--- config.mk ---
export PLATFORM = sky130hd
export DESIGN_NAME = ysyx_23060208_lsu
export DESIGN_NICKNAME = d
export VERILOG_FILES = /design/src/rtl/ysyx_23060208_lsu.sv
export SDC_FILE = /design/constraint.sdc
export NUM_CORES = 1
export LEC_CHECK = 0
export BUFFER_PORTS_ARGS = -buffer_cell sky130_fd_sc_hd__buf_2
export CAP_MARGIN = 20
export CORE_MARGIN = 1
export CORE_UTILIZATION = 40
export DETAILED_ROUTE_END_ITERATION = 16
export PLACE_DENSITY = 0.77
export SLEW_MARGIN = 5
export SYNTH_ARGS = -nofsm -noshare
export SYNTH_HDL_FRONTEND = slang
export SYNTH_SLANG_ARGS = --single-unit
--- constraint.sdc ---
create_clock -name clk -period 8.85 [get_ports clk]
set_input_delay 0.885 -clock clk [delete_from_list [all_inputs] [get_ports clk]]
set_output_delay 0.885 -clock clk [all_outputs]
set_load 0.01 [all_outputs]
--- src/rtl/ysyx_23060208_lsu.sv ---
// Load/store unit: one EXU request at a time over valid/ready, mapped onto an
// AXI4-Lite master with byte-lane steering, load extension, error and timeout reporting.
module ysyx_23060208_lsu #(
  parameter int unsigned ADDR_WIDTH = 32,
  parameter int unsigned DATA_WIDTH = 32,
  parameter int unsigned TIMEOUT    = 255,
  parameter int unsigned STRB_WIDTH = DATA_WIDTH / 8
) (
  input  logic                  clk,
  input  logic                  rst,
  input  logic                  req_valid,
  output logic                  req_ready,
  input  logic                  req_wen,
  input  logic [1:0]            req_size,
  input  logic                  req_signed,
  input  logic [ADDR_WIDTH-1:0] req_addr,
  input  logic [DATA_WIDTH-1:0] req_wdata,
  output logic                  resp_valid,
  input  logic                  resp_ready,
  output logic [DATA_WIDTH-1:0] resp_rdata,
  output logic [1:0]            resp_err,
  output logic [ADDR_WIDTH-1:0] axi_awaddr,
  output logic                  axi_awvalid,
  input  logic                  axi_awready,
  output logic [DATA_WIDTH-1:0] axi_wdata,
  output logic [STRB_WIDTH-1:0] axi_wstrb,
  output logic                  axi_wvalid,
  input  logic                  axi_wready,
  input  logic [1:0]            axi_bresp,
  input  logic                  axi_bvalid,
  output logic                  axi_bready,
  output logic [ADDR_WIDTH-1:0] axi_araddr,
  output logic                  axi_arvalid,
  input  logic                  axi_arready,
  input  logic [DATA_WIDTH-1:0] axi_rdata,
  input  logic [1:0]            axi_rresp,
  input  logic                  axi_rvalid,
  output logic                  axi_rready
);

  localparam int unsigned OFF_W = $clog2(STRB_WIDTH);
  localparam int unsigned CNT_W = (TIMEOUT > 0) ? $clog2(TIMEOUT + 1) : 1;
  localparam bit          TO_EN = (TIMEOUT != 0);

  localparam logic [1:0] ERR_OK    = 2'd0;
  localparam logic [1:0] ERR_MISAL = 2'd1;
  localparam logic [1:0] ERR_BUS   = 2'd2;
  localparam logic [1:0] ERR_TO    = 2'd3;

  typedef enum logic [2:0] {IDLE, RD_A, RD_D, WR_AW, WR_B, RESP} state_e;

  state_e                state_q, state_d;
  logic [ADDR_WIDTH-1:0] addr_q, addr_d;
  logic [1:0]            size_q, size_d;
  logic                  sgn_q, sgn_d;
  logic [DATA_WIDTH-1:0] wdata_q, wdata_d;
  logic [STRB_WIDTH-1:0] wstrb_q, wstrb_d;
  logic                  aw_done_q, aw_done_d;
  logic                  w_done_q, w_done_d;
  logic [CNT_W-1:0]      cnt_q, cnt_d;
  logic [DATA_WIDTH-1:0] rdata_q, rdata_d;
  logic [1:0]            err_q, err_d;
  logic                  req_ready_q, req_ready_d;
  logic                  arvalid_q, arvalid_d;
  logic                  rready_q, rready_d;
  logic                  awvalid_q, awvalid_d;
  logic                  wvalid_q, wvalid_d;
  logic                  bready_q, bready_d;
  logic                  resp_valid_q, resp_valid_d;

  logic                  misal_c;
  logic [STRB_WIDTH-1:0] strb_mask_c;
  logic [DATA_WIDTH-1:0] lane_c, lmask_c, ext_c;
  logic                  sbit_c;
  logic [CNT_W-1:0]      cnt_inc_c;
  logic                  to_hit_c;

  // Request decode: alignment check and unshifted strobe mask
  always_comb begin
    misal_c     = 1'b0;
    strb_mask_c = STRB_WIDTH'(8'h01);
    case (req_size)
      2'd0: begin misal_c = 1'b0;                strb_mask_c = STRB_WIDTH'(8'h01); end
      2'd1: begin misal_c = req_addr[0];         strb_mask_c = STRB_WIDTH'(8'h03); end
      2'd2: begin misal_c = |req_addr[1:0];      strb_mask_c = STRB_WIDTH'(8'h0F); end
      default: begin
        misal_c     = (DATA_WIDTH == 32) || (|req_addr[2:0]);
        strb_mask_c = STRB_WIDTH'(8'hFF);
      end
    endcase
  end

  // Load lane select, truncation and sign/zero extension
  always_comb begin
    lane_c  = axi_rdata >> {addr_q[OFF_W-1:0], 3'b000};
    lmask_c = '1;
    sbit_c  = lane_c[DATA_WIDTH-1];
    case (size_q)
      2'd0: begin lmask_c = DATA_WIDTH'(64'hFF);        sbit_c = lane_c[7];  end
      2'd1: begin lmask_c = DATA_WIDTH'(64'hFFFF);      sbit_c = lane_c[15]; end
      2'd2: begin lmask_c = DATA_WIDTH'(64'hFFFF_FFFF); sbit_c = lane_c[31]; end
      default: begin lmask_c = '1; sbit_c = lane_c[DATA_WIDTH-1]; end
    endcase
    ext_c = (sgn_q && sbit_c) ? ((lane_c & lmask_c) | ~lmask_c) : (lane_c & lmask_c);
  end

  assign cnt_inc_c = cnt_q + CNT_W'(1);
  assign to_hit_c  = TO_EN && (cnt_inc_c == CNT_W'(TIMEOUT));

  // Next-state and registered-output logic
  always_comb begin
    state_d   = state_q;
    addr_d    = addr_q;
    size_d    = size_q;
    sgn_d     = sgn_q;
    wdata_d   = wdata_q;
    wstrb_d   = wstrb_q;
    aw_done_d = aw_done_q;
    w_done_d  = w_done_q;
    cnt_d     = cnt_q;
    rdata_d   = rdata_q;
    err_d     = err_q;

    case (state_q)
      IDLE: begin
        if (req_valid) begin
          addr_d    = req_addr;
          size_d    = req_size;
          sgn_d     = req_signed;
          wdata_d   = req_wdata << {req_addr[OFF_W-1:0], 3'b000};
          wstrb_d   = strb_mask_c << req_addr[OFF_W-1:0];
          aw_done_d = 1'b0;
          w_done_d  = 1'b0;
          rdata_d   = '0;
          err_d     = ERR_OK;
          if (misal_c) begin
            state_d = RESP;
            err_d   = ERR_MISAL;
          end else begin
            state_d = req_wen ? WR_AW : RD_A;
          end
        end
      end
      RD_A: begin
        cnt_d = cnt_inc_c;
        if (arvalid_q && axi_arready) begin
          state_d = RD_D;
        end else if (to_hit_c) begin
          state_d = RESP;
          err_d   = ERR_TO;
        end
      end
      RD_D: begin
        cnt_d = cnt_inc_c;
        if (rready_q && axi_rvalid) begin
          state_d = RESP;
          if (axi_rresp != 2'b00) begin
            rdata_d = '0;
            err_d   = ERR_BUS;
          end else begin
            rdata_d = ext_c;
          end
        end else if (to_hit_c) begin
          state_d = RESP;
          err_d   = ERR_TO;
        end
      end
      WR_AW: begin
        cnt_d     = cnt_inc_c;
        aw_done_d = aw_done_q | (awvalid_q & axi_awready);
        w_done_d  = w_done_q | (wvalid_q & axi_wready);
        if (aw_done_d && w_done_d) begin
          state_d = WR_B;
        end else if (to_hit_c) begin
          state_d = RESP;
          err_d   = ERR_TO;
        end
      end
      WR_B: begin
        cnt_d = cnt_inc_c;
        if (bready_q && axi_bvalid) begin
          state_d = RESP;
          err_d   = (axi_bresp != 2'b00) ? ERR_BUS : ERR_OK;
        end else if (to_hit_c) begin
          state_d = RESP;
          err_d   = ERR_TO;
        end
      end
      RESP: begin
        if (resp_ready) state_d = IDLE;
      end
      default: state_d = IDLE;
    endcase

    if (state_d != state_q) cnt_d = '0;

    req_ready_d  = (state_d == IDLE);
    arvalid_d    = (state_d == RD_A);
    rready_d     = (state_d == RD_D);
    awvalid_d    = (state_d == WR_AW) && !aw_done_d;
    wvalid_d     = (state_d == WR_AW) && !w_done_d;
    bready_d     = (state_d == WR_B);
    resp_valid_d = (state_d == RESP);
  end

  always_ff @(posedge clk or posedge rst) begin
    if (rst) begin
      state_q      <= IDLE;
      addr_q       <= '0;
      size_q       <= '0;
      sgn_q        <= 1'b0;
      wdata_q      <= '0;
      wstrb_q      <= '0;
      aw_done_q    <= 1'b0;
      w_done_q     <= 1'b0;
      cnt_q        <= '0;
      rdata_q      <= '0;
      err_q        <= ERR_OK;
      req_ready_q  <= 1'b1;
      arvalid_q    <= 1'b0;
      rready_q     <= 1'b0;
      awvalid_q    <= 1'b0;
      wvalid_q     <= 1'b0;
      bready_q     <= 1'b0;
      resp_valid_q <= 1'b0;
    end else begin
      state_q      <= state_d;
      addr_q       <= addr_d;
      size_q       <= size_d;
      sgn_q        <= sgn_d;
      wdata_q      <= wdata_d;
      wstrb_q      <= wstrb_d;
      aw_done_q    <= aw_done_d;
      w_done_q     <= w_done_d;
      cnt_q        <= cnt_d;
      rdata_q      <= rdata_d;
      err_q        <= err_d;
      req_ready_q  <= req_ready_d;
      arvalid_q    <= arvalid_d;
      rready_q     <= rready_d;
      awvalid_q    <= awvalid_d;
      wvalid_q     <= wvalid_d;
      bready_q     <= bready_d;
      resp_valid_q <= resp_valid_d;
    end
  end

  assign req_ready   = req_ready_q;
  assign resp_valid  = resp_valid_q;
  assign resp_rdata  = rdata_q;
  assign resp_err    = err_q;
  assign axi_araddr  = {addr_q[ADDR_WIDTH-1:OFF_W], OFF_W'(0)};
  assign axi_arvalid = arvalid_q;
  assign axi_rready  = rready_q;
  assign axi_awaddr  = {addr_q[ADDR_WIDTH-1:OFF_W], OFF_W'(0)};
  assign axi_awvalid = awvalid_q;
  assign axi_wdata   = wdata_q;
  assign axi_wstrb   = wstrb_q;
  assign axi_wvalid  = wvalid_q;
  assign axi_bready  = bready_q;

endmodule

# After elaboration in Yosys (flattened, before gate mapping)

Index checks and enable logic that the tools add are counted.

Word-level logic and storage cells: 107
Bits of input ports: 113
Output and inout port bits: 141
Register bits after elaboration: 125

Bitwise operators: 7
Equality and inequality tests: 20
Shift-type cells: 3
Reduce and logical (&&, ||, !) cells: 23
Multiplexer cells: 35
Add/subtract/negate cells: 1

Operators by type and width:

| cell                | number |
|---|---|
| $mux 32             | 4 |
| $pmux 32 s2         | 2 |
| $and 32x32->32      | 1 |
| $not 32->32         | 1 |
| $or 32x32->32       | 1 |
| $shl 32x5->32       | 1 |
| $shr 32x5->32       | 1 |
| $mux 3              | 8 |
| $mux 2              | 9 |
| $pmux 3 s6          | 1 |
| $mux 8              | 2 |
| $eq 3x2->1 const B  | 4 |
| $eq 3x3->1 const B  | 4 |
| $pmux 2 s5          | 1 |
| $add 8x1->8 const B | 1 |
| $eq 8x8->1 const B  | 1 |
| $ne 2x2->1 const B  | 4 |
| $pmux 4 s2          | 1 |
| $reduce_bool 2->1   | 4 |
| $logic_and 1x1->1   | 7 |
| $eq 3x1->1 const B  | 2 |
| $logic_not 3->1     | 2 |
| $pmux 1 s2          | 3 |
| $reduce_and 5->1    | 1 |
| other kinds (16)    | 23 |

# Longest topological paths before layout

Gate-level depths: netlist of run 1.

Depth in word-level cells: 8
Depth in mapped cells: 10
Gate-level depth less buffers: 9

# Worst setup path before layout of run 1

OpenSTA, ideal clock, no wires.

Path kind: input-to-reg
Start: input axi_awready
End: register cnt_q[1]
Buffers on the path: 0
Required time: 8.756 ns
Arrival time: 2.119 ns
Slack: 6.637 ns
Library setup time: 0.094 ns
Stages: 6
Path through: a21oi_1 o31ai_1 a221oi_1 a2bb2oi_1 nand4b_2 a211oi_1

Word-level cells in the longest chain between the ends: 7
Elaborated cells on any way between the ends: 8
Classes of those cells: 1 x eq/ne; 3 x mux; 2 x bitwise; 2 x reduce/logical

RTL lines:

| item                                               | line | text |
|---|---|---|
| start, declared                                    | 24   | `input logic axi_awready,` |
| $and 1x1->1 *                                      | 170  | `aw_done_d = aw_done_q \| (awvalid_q & axi_awready);` |
| $or 1x1->1 *                                       | 170  |  |
| $logic_and 1x1->1 *                                | 172  | `if (aw_done_d && w_done_d) begin` |
| $mux 3 *                                           | 172  |  |
| $pmux 3 s6 *                                       | 124  | `case (state_q)` |
| $ne 3x3->1 *                                       | 195  | `if (state_d != state_q) cnt_d = '0;` |
| $mux 8 / $reduce_bool 2->1 (equally long branches) | n/a  |  |
| end signal, assigned                               | 235  | `cnt_q <= cnt_d;` |
| end, declared                                      | 60   | `logic [CNT_W-1:0] cnt_q, cnt_d;` |

Mark *: on every way between the ends. The rest lies on a longest branch, timed or not.
A chain may end at the register's enable or synchronous reset.

# Worst setup path in the final report of run 1

Start: register state_q[2]
End: register rdata_q[12], in the netlist resp_rdata[12]

Word-level cells in the longest chain between the ends: 3
Elaborated cells on any way between the ends: 7
Classes of those cells: 3 x eq/ne; 1 x mux; 3 x reduce/logical

RTL lines:

| item                                                             | line | text |
|---|---|---|
| start, declared                                                  | 52   | `state_e state_q, state_d;` |
| start signal, assigned                                           | 227  | `state_q <= state_d;` |
| $eq 3x2->1 / $logic_not 3->1 (equally long branches)             | 124  |  |
| $ne 2x2->1 (no line) / $reduce_bool 2->1 (equally long branches) | n/a  |  |
| $reduce_and 3->1 (no line)                                       | n/a  |  |
| end signal, assigned                                             | 236  | `rdata_q <= rdata_d;` |
| end, declared                                                    | 61   | `logic [DATA_WIDTH-1:0] rdata_q, rdata_d;` |

Several ways; a longest one is shown, not always the timed one.

==> results of run 1 <==
-- flip-flops by register name, summed over array words and instances, names as in the netlist, 2 cells and up --
name / cells
state_q: 3
cnt_q: 8
resp_err: 2
addr_q: 32
size_q: 2
axi_wstrb: 4
axi_wdata: 32
resp_rdata: 32
-- final timing paths --
check | cells past startpoint | slack, ns | end
worst max-delay path | 5 | 6.10 | resp_rdata[12]
worst min-delay path | 2 | 0.47 | axi_wdata[6]
worst max register to register | 5 | 6.10 | resp_rdata[12]
worst min register to register | 2 | 0.47 | axi_wdata[6]
max in group asynchronous | 4 | 7.25 | resp_rdata[16]
min in group asynchronous | 2 | 0.52 | addr_q[15]
-- per-stage QoR --
| stage | total power [mW] | cell area, µm² | instances | hold slack, ns | util |
|---|---|---|---|---|---|
| floorplan | 1.80 | 6750 | 745 | 0.470 | - |
| global placement | 2.01 | 7660 | 1113 | 0.447 | 0.464 |
| detailed placement | 2.04 | 7660 | 1113 | 0.453 | 0.464 |
| CTS | 2.71 | 8220 | 1145 | 0.470 | 0.498 |
| global route | 2.88 | 8250 | 1146 | 0.490 | 0.499 |
| finish | 2.70 | 8250 | 1146 | 0.465 | 0.499 |
-- where the power goes --
group	switching, mW	internal, mW	total, mW
Clock	0.259	0.407	0.666
Sequential	0.182	0.765	0.947
Combinational	0.646	0.436	1.08
Total	1.09	1.61	2.70
-- final cells by class --
class                      count  area share
clock buffer                  22      0.0575
inverter                       6     0.00303
clock inverter                10      0.0109
sequential                   125       0.379
multi-input combinational    506       0.355
tap                          220      0.0334
timing repair buffer         257       0.161
-- worst reg2reg max path, stage by stage (launching register included) --
cell	delay (ns)
dfrtp_1	0.60
nand2b_1	0.33
nor4_1	0.53
nand2b_1	0.36
a21oi_1	0.64
a22o_1	0.23
-- cells in the mapped netlist, types with 3 or more instances --
cell type  number
o31ai_1        11
mux2i_1        33
xor2_1          4
nand4_1         4
o211ai_1        9
a32o_1          8
a211o_1         7
buf_2          12
a22o_1         17
nand2b_1        6
o21ai_0        42
nand2_1       196
inv_1           5
dfrtp_1       124
a21oi_1        35
nor2b_1        13
nand3b_1        3
xnor2_1         3
nor2_1         38
or2_2           5
a2bb2oi_1       3
nand3_1        10
mux2_2          8
clkbuf_1       26
buf_1           3
a211oi_1        3
buf_4          64
-- layer usage --
metal / track usage / part of all wire / vias to the layer above
met4: 0.0769 / 0.016 / 0
met1: 0.276 / 0.43 / 2791
met3: 0.0557 / 0.074 / 24
met2: 0.356 / 0.48 / 273
met5: 0 / 0 / -
li1: - / - / 2819
-- cell families after synthesis --
kind of cell	count (synthesis)
adders and majority gates	2
AOI/OAI and AO/OA	158
muxes	42
DFF	125
other	1
and+or+nand+nor	292
xor gates and xnor gates	8
buffers and inverters	114
==> impl_metrics.json, run 1 <==
{
  "hold_path_class": "flip-flop to flip-flop",
  "drcViolationCount": 0,
  "yosys-top-cells-area": "dfrtp_1, nand2_1, buf_4",
  "dieArea_um2": 17400,
  "grt_pass1_vias": 5677,
  "wl_per_cell_um": 16.0,
  "syn_to_final_growth_pct": 22.4,
  "cap_violations": 0,
  "chipWidth_um": 132,
  "avgViaCountPerCell": 5.15,
  "avgSynthCellArea_um2": 9.09,
  "fp.dieH_um": 132,
  "antenna_found_initial": 0,
  "drive_above_1_share": 0.344,
  "ys_types": 66,
  "cts.path.max_buffers": 2,
  "hpwl_um": 13200,
  "fin_ws_ns": 6.10,
  "wl_um": 18400,
  "cts.clk_slew.worst_paths_ns": 0.06,
  "place_congestion": 0.881,
  "critical_path_class": "flip-flop to flip-flop",
  "maxSlewHeadroom": 0.397,
  "cp.arrival_ns": 3.10,
  "yosysSeqAreaShare": 0.464,
  "first_pass_iters": 5,
  "synth_edf_count": 0,
  "outcome": "finished, final reports clean",
  "core_area_um2": 16500,
  "antenna_left": 0,
  "pre_cts_ws_ns": 5.97,
  "critPathLaunchType": "flip-flop",
  "tns_ns": 0,
  "netlist_instances": 742,
  "end_kind": "flip-flop",
  "start_util": 0.408,
  "multi_input_area_um2": 2930,
  "drtIter0Drc": 394,
  "skew_ns": 0.00783,
  "crit_start": "state_q[2]",
  "path_max_fanout": 20,
  "rsz0062_at_grt": "false",
  "vias": 5907,
  "grt_pass1_wl_um": 29700,
  "maxSlewViolCount": 0,
  "diodes": 0,
  "synth.area.mux_share": 0.0657,
  "fmax_mhz": 363,
  "htreeDepth": 4,
  "synth-seq-cells": 125,
  "post_cts_buffers": 0,
  "synth_compound_area_frac": 0.162,
  "rr_startpoint": "state_q[2]",
  "grtUsageTotal": 0.217,
  "postCtsHoldBufs": 0,
  "finalSetupViolations": 0,
  "synth-warning-count": 0,
  "synth_top_family_by_area": "simple AND/OR/NAND/NOR gates",
  "final_common_cell": "buf_2",
  "cpPeakStageDelay_ns": 0.64,
  "numCtsBuffers": 17,
  "async_flop_share": 1.00,
  "overflow": 0,
  "power.density_nw_per_um2": 327,
  "irDropWorstVdd_mv": 0.158,
  "hold_start": "axi_wdata[6]",
  "yosys.area.top_type": "dfrtp_1",
  "grt_max_degree": 91,
  "nets": 1028,
  "cpMostUsedCell": "nand2b_1",
  "hold_viol_final": 0,
  "worstPathCellList": "nand2b_1 -> nor4_1 -> nand2b_1 -> a21oi_1 -> a22o_1",
  "synth_xor_area_frac": 0.0115,
  "fin_crit_ns": 2.75,
  "cts_tree": "yes",
  "port-buffer-count": 249,
  "synth_flop_cell": "dfrtp_1",
  "fill_cells": 1549,
  "syn-cell-area_um2": 6740,
  "cpMaxStageDelayCell": "a21oi_1",
  "required_ns": 9.20,
  "rows": 47,
  "path_buf_inv": 0,
  "cts_resized": 0,
  "fin_crit_sh": 0.311,
  "cts.sinks": 125,
  "critPathTopFamily": "simple AND/OR/NAND/NOR gates",
  "io_pins": 254,
  "synth_top_area_frac": 0.460,
  "leakage_nw": 4.36,
  "synth_fa_ha_area_frac": 0.00371,
  "most-common-layout-cells": "buf_2, nand2_1, dfrtp_1",
  "cts_root_buffer": "clkbuf_16",
  "clock_latency_ns": 0.42,
  "worst_pin_slew_ns": 0.905,
  "synth-simple-area-share": 0.189,
  "final-seq-area_um2": 3130
}
No activity file was read; power rests on OpenSTA's default activity.
==> run 2: changes to the inputs <==
--- a/config.mk
+++ b/config.mk
@@ -5,6 +5,7 @@
 export SDC_FILE = /design/constraint.sdc
 export NUM_CORES = 1
 export LEC_CHECK = 0
+export ABC_AREA = 1
 export BUFFER_PORTS_ARGS = -buffer_cell sky130_fd_sc_hd__buf_2
 export CAP_MARGIN = 20
 export CORE_MARGIN = 1
==> constraint.sdc (replaced) <==
create_clock -name clk -period 2.9 [get_ports clk]
set_input_delay 0.29 -clock clk [delete_from_list [all_inputs] [get_ports clk]]
set_output_delay 0.29 -clock clk [all_outputs]
set_load 0.01 [all_outputs]
==> impl_metrics.json, run 2 <==
{
  "hpwl_um": 12600,
  "dieArea_um2": 17100,
  "cts_tree": "yes",
  "synth_top_area_frac": 0.467,
  "rows": 46,
  "postCtsHoldBufs": 0,
  "end_kind": "flip-flop",
  "outcome": "finished, final reports clean",
  "ff2ff_setup_slack_ns": 0.77,
  "fin_crit_sh": 0.733,
  "critPathLaunchType": "flip-flop",
  "cts.sinks": 125,
  "synth_flop_cell": "dfrtp_1",
  "synth_common_cells": "nand2_1, dfrtp_1, o21ai_0",
  "maxSlewHeadroom": 0.549,
  "ys_types": 40,
  "fill_cells": 1528,
  "timing.rr.end": "cnt_q[5]",
  "cts.clk_slew.worst_paths_ns": 0.06,
  "hold_viol_final": 0,
  "antenna_found_initial": 1,
  "drcViolationCount": 0,
  "r2r_cells": 10,
  "yosys-top-cells-area": "dfrtp_1, nand2_1, buf_4",
  "fin_crit_ns": 2.13,
  "antenna_left": 0,
  "cts_resized": 0,
  "io_pins": 254,
  "final_area_um2": 8210,
  "irDropWorstVdd_mv": 0.567,
  "htreeDepth": 4,
  "finalSetupViolations": 0,
  "tns_ns": 0,
  "drtIter0Drc": 450,
  "netlist_instances": 841,
  "drive_above_1_share": 0.307,
  "nets": 1134,
  "vias": 6227,
  "grt_pass1_vias": 5516,
  "skew_ns": 0.0109,
  "syn-cell-area_um2": 6640,
  "wl_um": 17800,
  "grt_max_degree": 126,
  "final-seq-area_um2": 3130,
  "port-buffer-count": 249,
  "first_pass_iters": 6,
  "cpPeakStageDelay_ns": 0.41,
  "yosys.area.top_type": "dfrtp_1",
  "grtUsageTotal": 0.205,
  "final_common_cell": "nand2_1",
  "p_total_mw": 8.35,
  "rsz0062_at_grt": "false",
  "cpMaxStageDelayCell": "dfrtp_1",
  "dpl-instance-area_um2": 7620,
  "yosysSeqAreaShare": 0.471,
  "place_congestion": 0.833,
  "worst_pin_slew_ns": 0.677,
  "synth.most_common_cell": "nand2_1",
  "avgSynthCellArea_um2": 7.90,
  "rr_startpoint": "state_q[2]",
  "fin_ws_ns": 0.774,
  "multi_input_area_um2": 2680,
  "async_flop_share": 1.00,
  "leakage_nw": 4.54,
  "chipWidth_um": 131,
  "cts.path.max_buffers": 2,
  "synth-warning-count": 0,
  "grt_pass1_wl_um": 27100,
  "hold_path_class": "input pin to asynchronous set/reset pin",
  "maxSlewViolCount": 0,
  "start_util": 0.414,
  "cp.arrival_ns": 2.43,
  "critical_path_class": "flip-flop to flip-flop",
  "fp.dieH_um": 131,
  "post_cts_buffers": 0,
  "path_max_fanout": 53,
  "core_area_um2": 16100,
  "numCtsBuffers": 17,
  "power.density_nw_per_um2": 1020,
  "overflow": 0,
  "cts_root_buffer": "clkbuf_16",
  "syn_to_final_growth_pct": 23.6,
  "cpMostUsedCell": "inv_1",
  "required_ns": 3.21,
  "synth-seq-cells": 125,
  "cap_violations": 0,
  "synth_edf_count": 0,
  "clock_latency_ns": 0.41,
  "wl_per_cell_um": 14.3,
  "most-common-layout-cells": "nand2_1, buf_2, dfrtp_1",
  "avgViaCountPerCell": 4.99,
  "worstPathCellList": "inv_1 -> nand2_2 -> inv_2 -> nand2_4 -> inv_1 -> nand3_1 -> inv_1 -> nor2_1 -> nand3_4 -> nor3_1",
  "pre_cts_ws_ns": 0.751,
  "fmax_mhz": 470
}
==> run 2: changes by cell type in the layout (fill, tap and decap cells not counted), sizes merged, moves of 10 or more <==
cell   delta
a22o     -10
inv      +42
mux2i    -33
nand2    +88
nand3    +16
nor2b    -13
o21ai    +40
==> run 2: cell families (layout without fill, tap and decap cells) <==
group | after synthesis | in the layout | synth area share
adders and majority gates | 2 | 2 | 0.00377
AOI/OAI and AO/OA | 175 | 175 | 0.158
xor gates and xnor gates | 1 | 1 | 0.00132
other | 1 | 5 | 0.000565
and+or+nand+nor | 381 | 381 | 0.237
DFF | 125 | 125 | 0.471
buffers and inverters | 156 | 342 | 0.128
==> run 2: power breakdown <==
group	switching [mW]	internal, mW
logic	2.21	1.26
clock network	0.742	1.41
registers	0.416	2.31
==> run 2: how the worst max path moves through the flow <==
stage                    start        end  slack [ns]  depth (start not counted)
floorplan                  rst  addr_q[0]        1.07                          1
global placement    state_q[2]   cnt_q[4]        0.83                         10
detailed placement  state_q[2]   cnt_q[5]        0.75                         10
CTS                 state_q[2]   cnt_q[5]        0.72                         10
global route        state_q[2]   cnt_q[0]        0.53                         10
finish              state_q[2]   cnt_q[5]        0.77                         10
==> run 2: layer usage <==
layer  GRT usage  part of all wire
met1       0.260              0.43
met2       0.336              0.48
met3      0.0529             0.070
met4      0.0730             0.014
met5           0                 0
==> run 2: area by class of cell <==
cell class | count | share of cell area
Multi-Input combinational cell | 563 | 0.326
Tap cell | 216 | 0.0329
Antenna cell | 1 | 0.000305
Inverter | 52 | 0.0242
Timing Repair Buffer | 260 | 0.163
Sequential cell | 125 | 0.381
Clock inverter | 7 | 0.0137
Clock buffer | 23 | 0.0582
==> run 2: critical path: cells and delay by family (launching register included) <==
kind                   cells  cell delay (ns)
and+or+nand+nor            6             1.13
buffers and inverters      4             0.48
DFF                        1             0.41
==> run 2: through the flow <==
stage	instances	hold WS, ns	utilization
CTS	1246	0.0498	0.511
global placement	1216	0.461	0.474
finish	1247	0.0734	0.511
floorplan	844	0.400	-
detailed placement	1216	0.462	0.474
global route	1246	0.0627	0.511
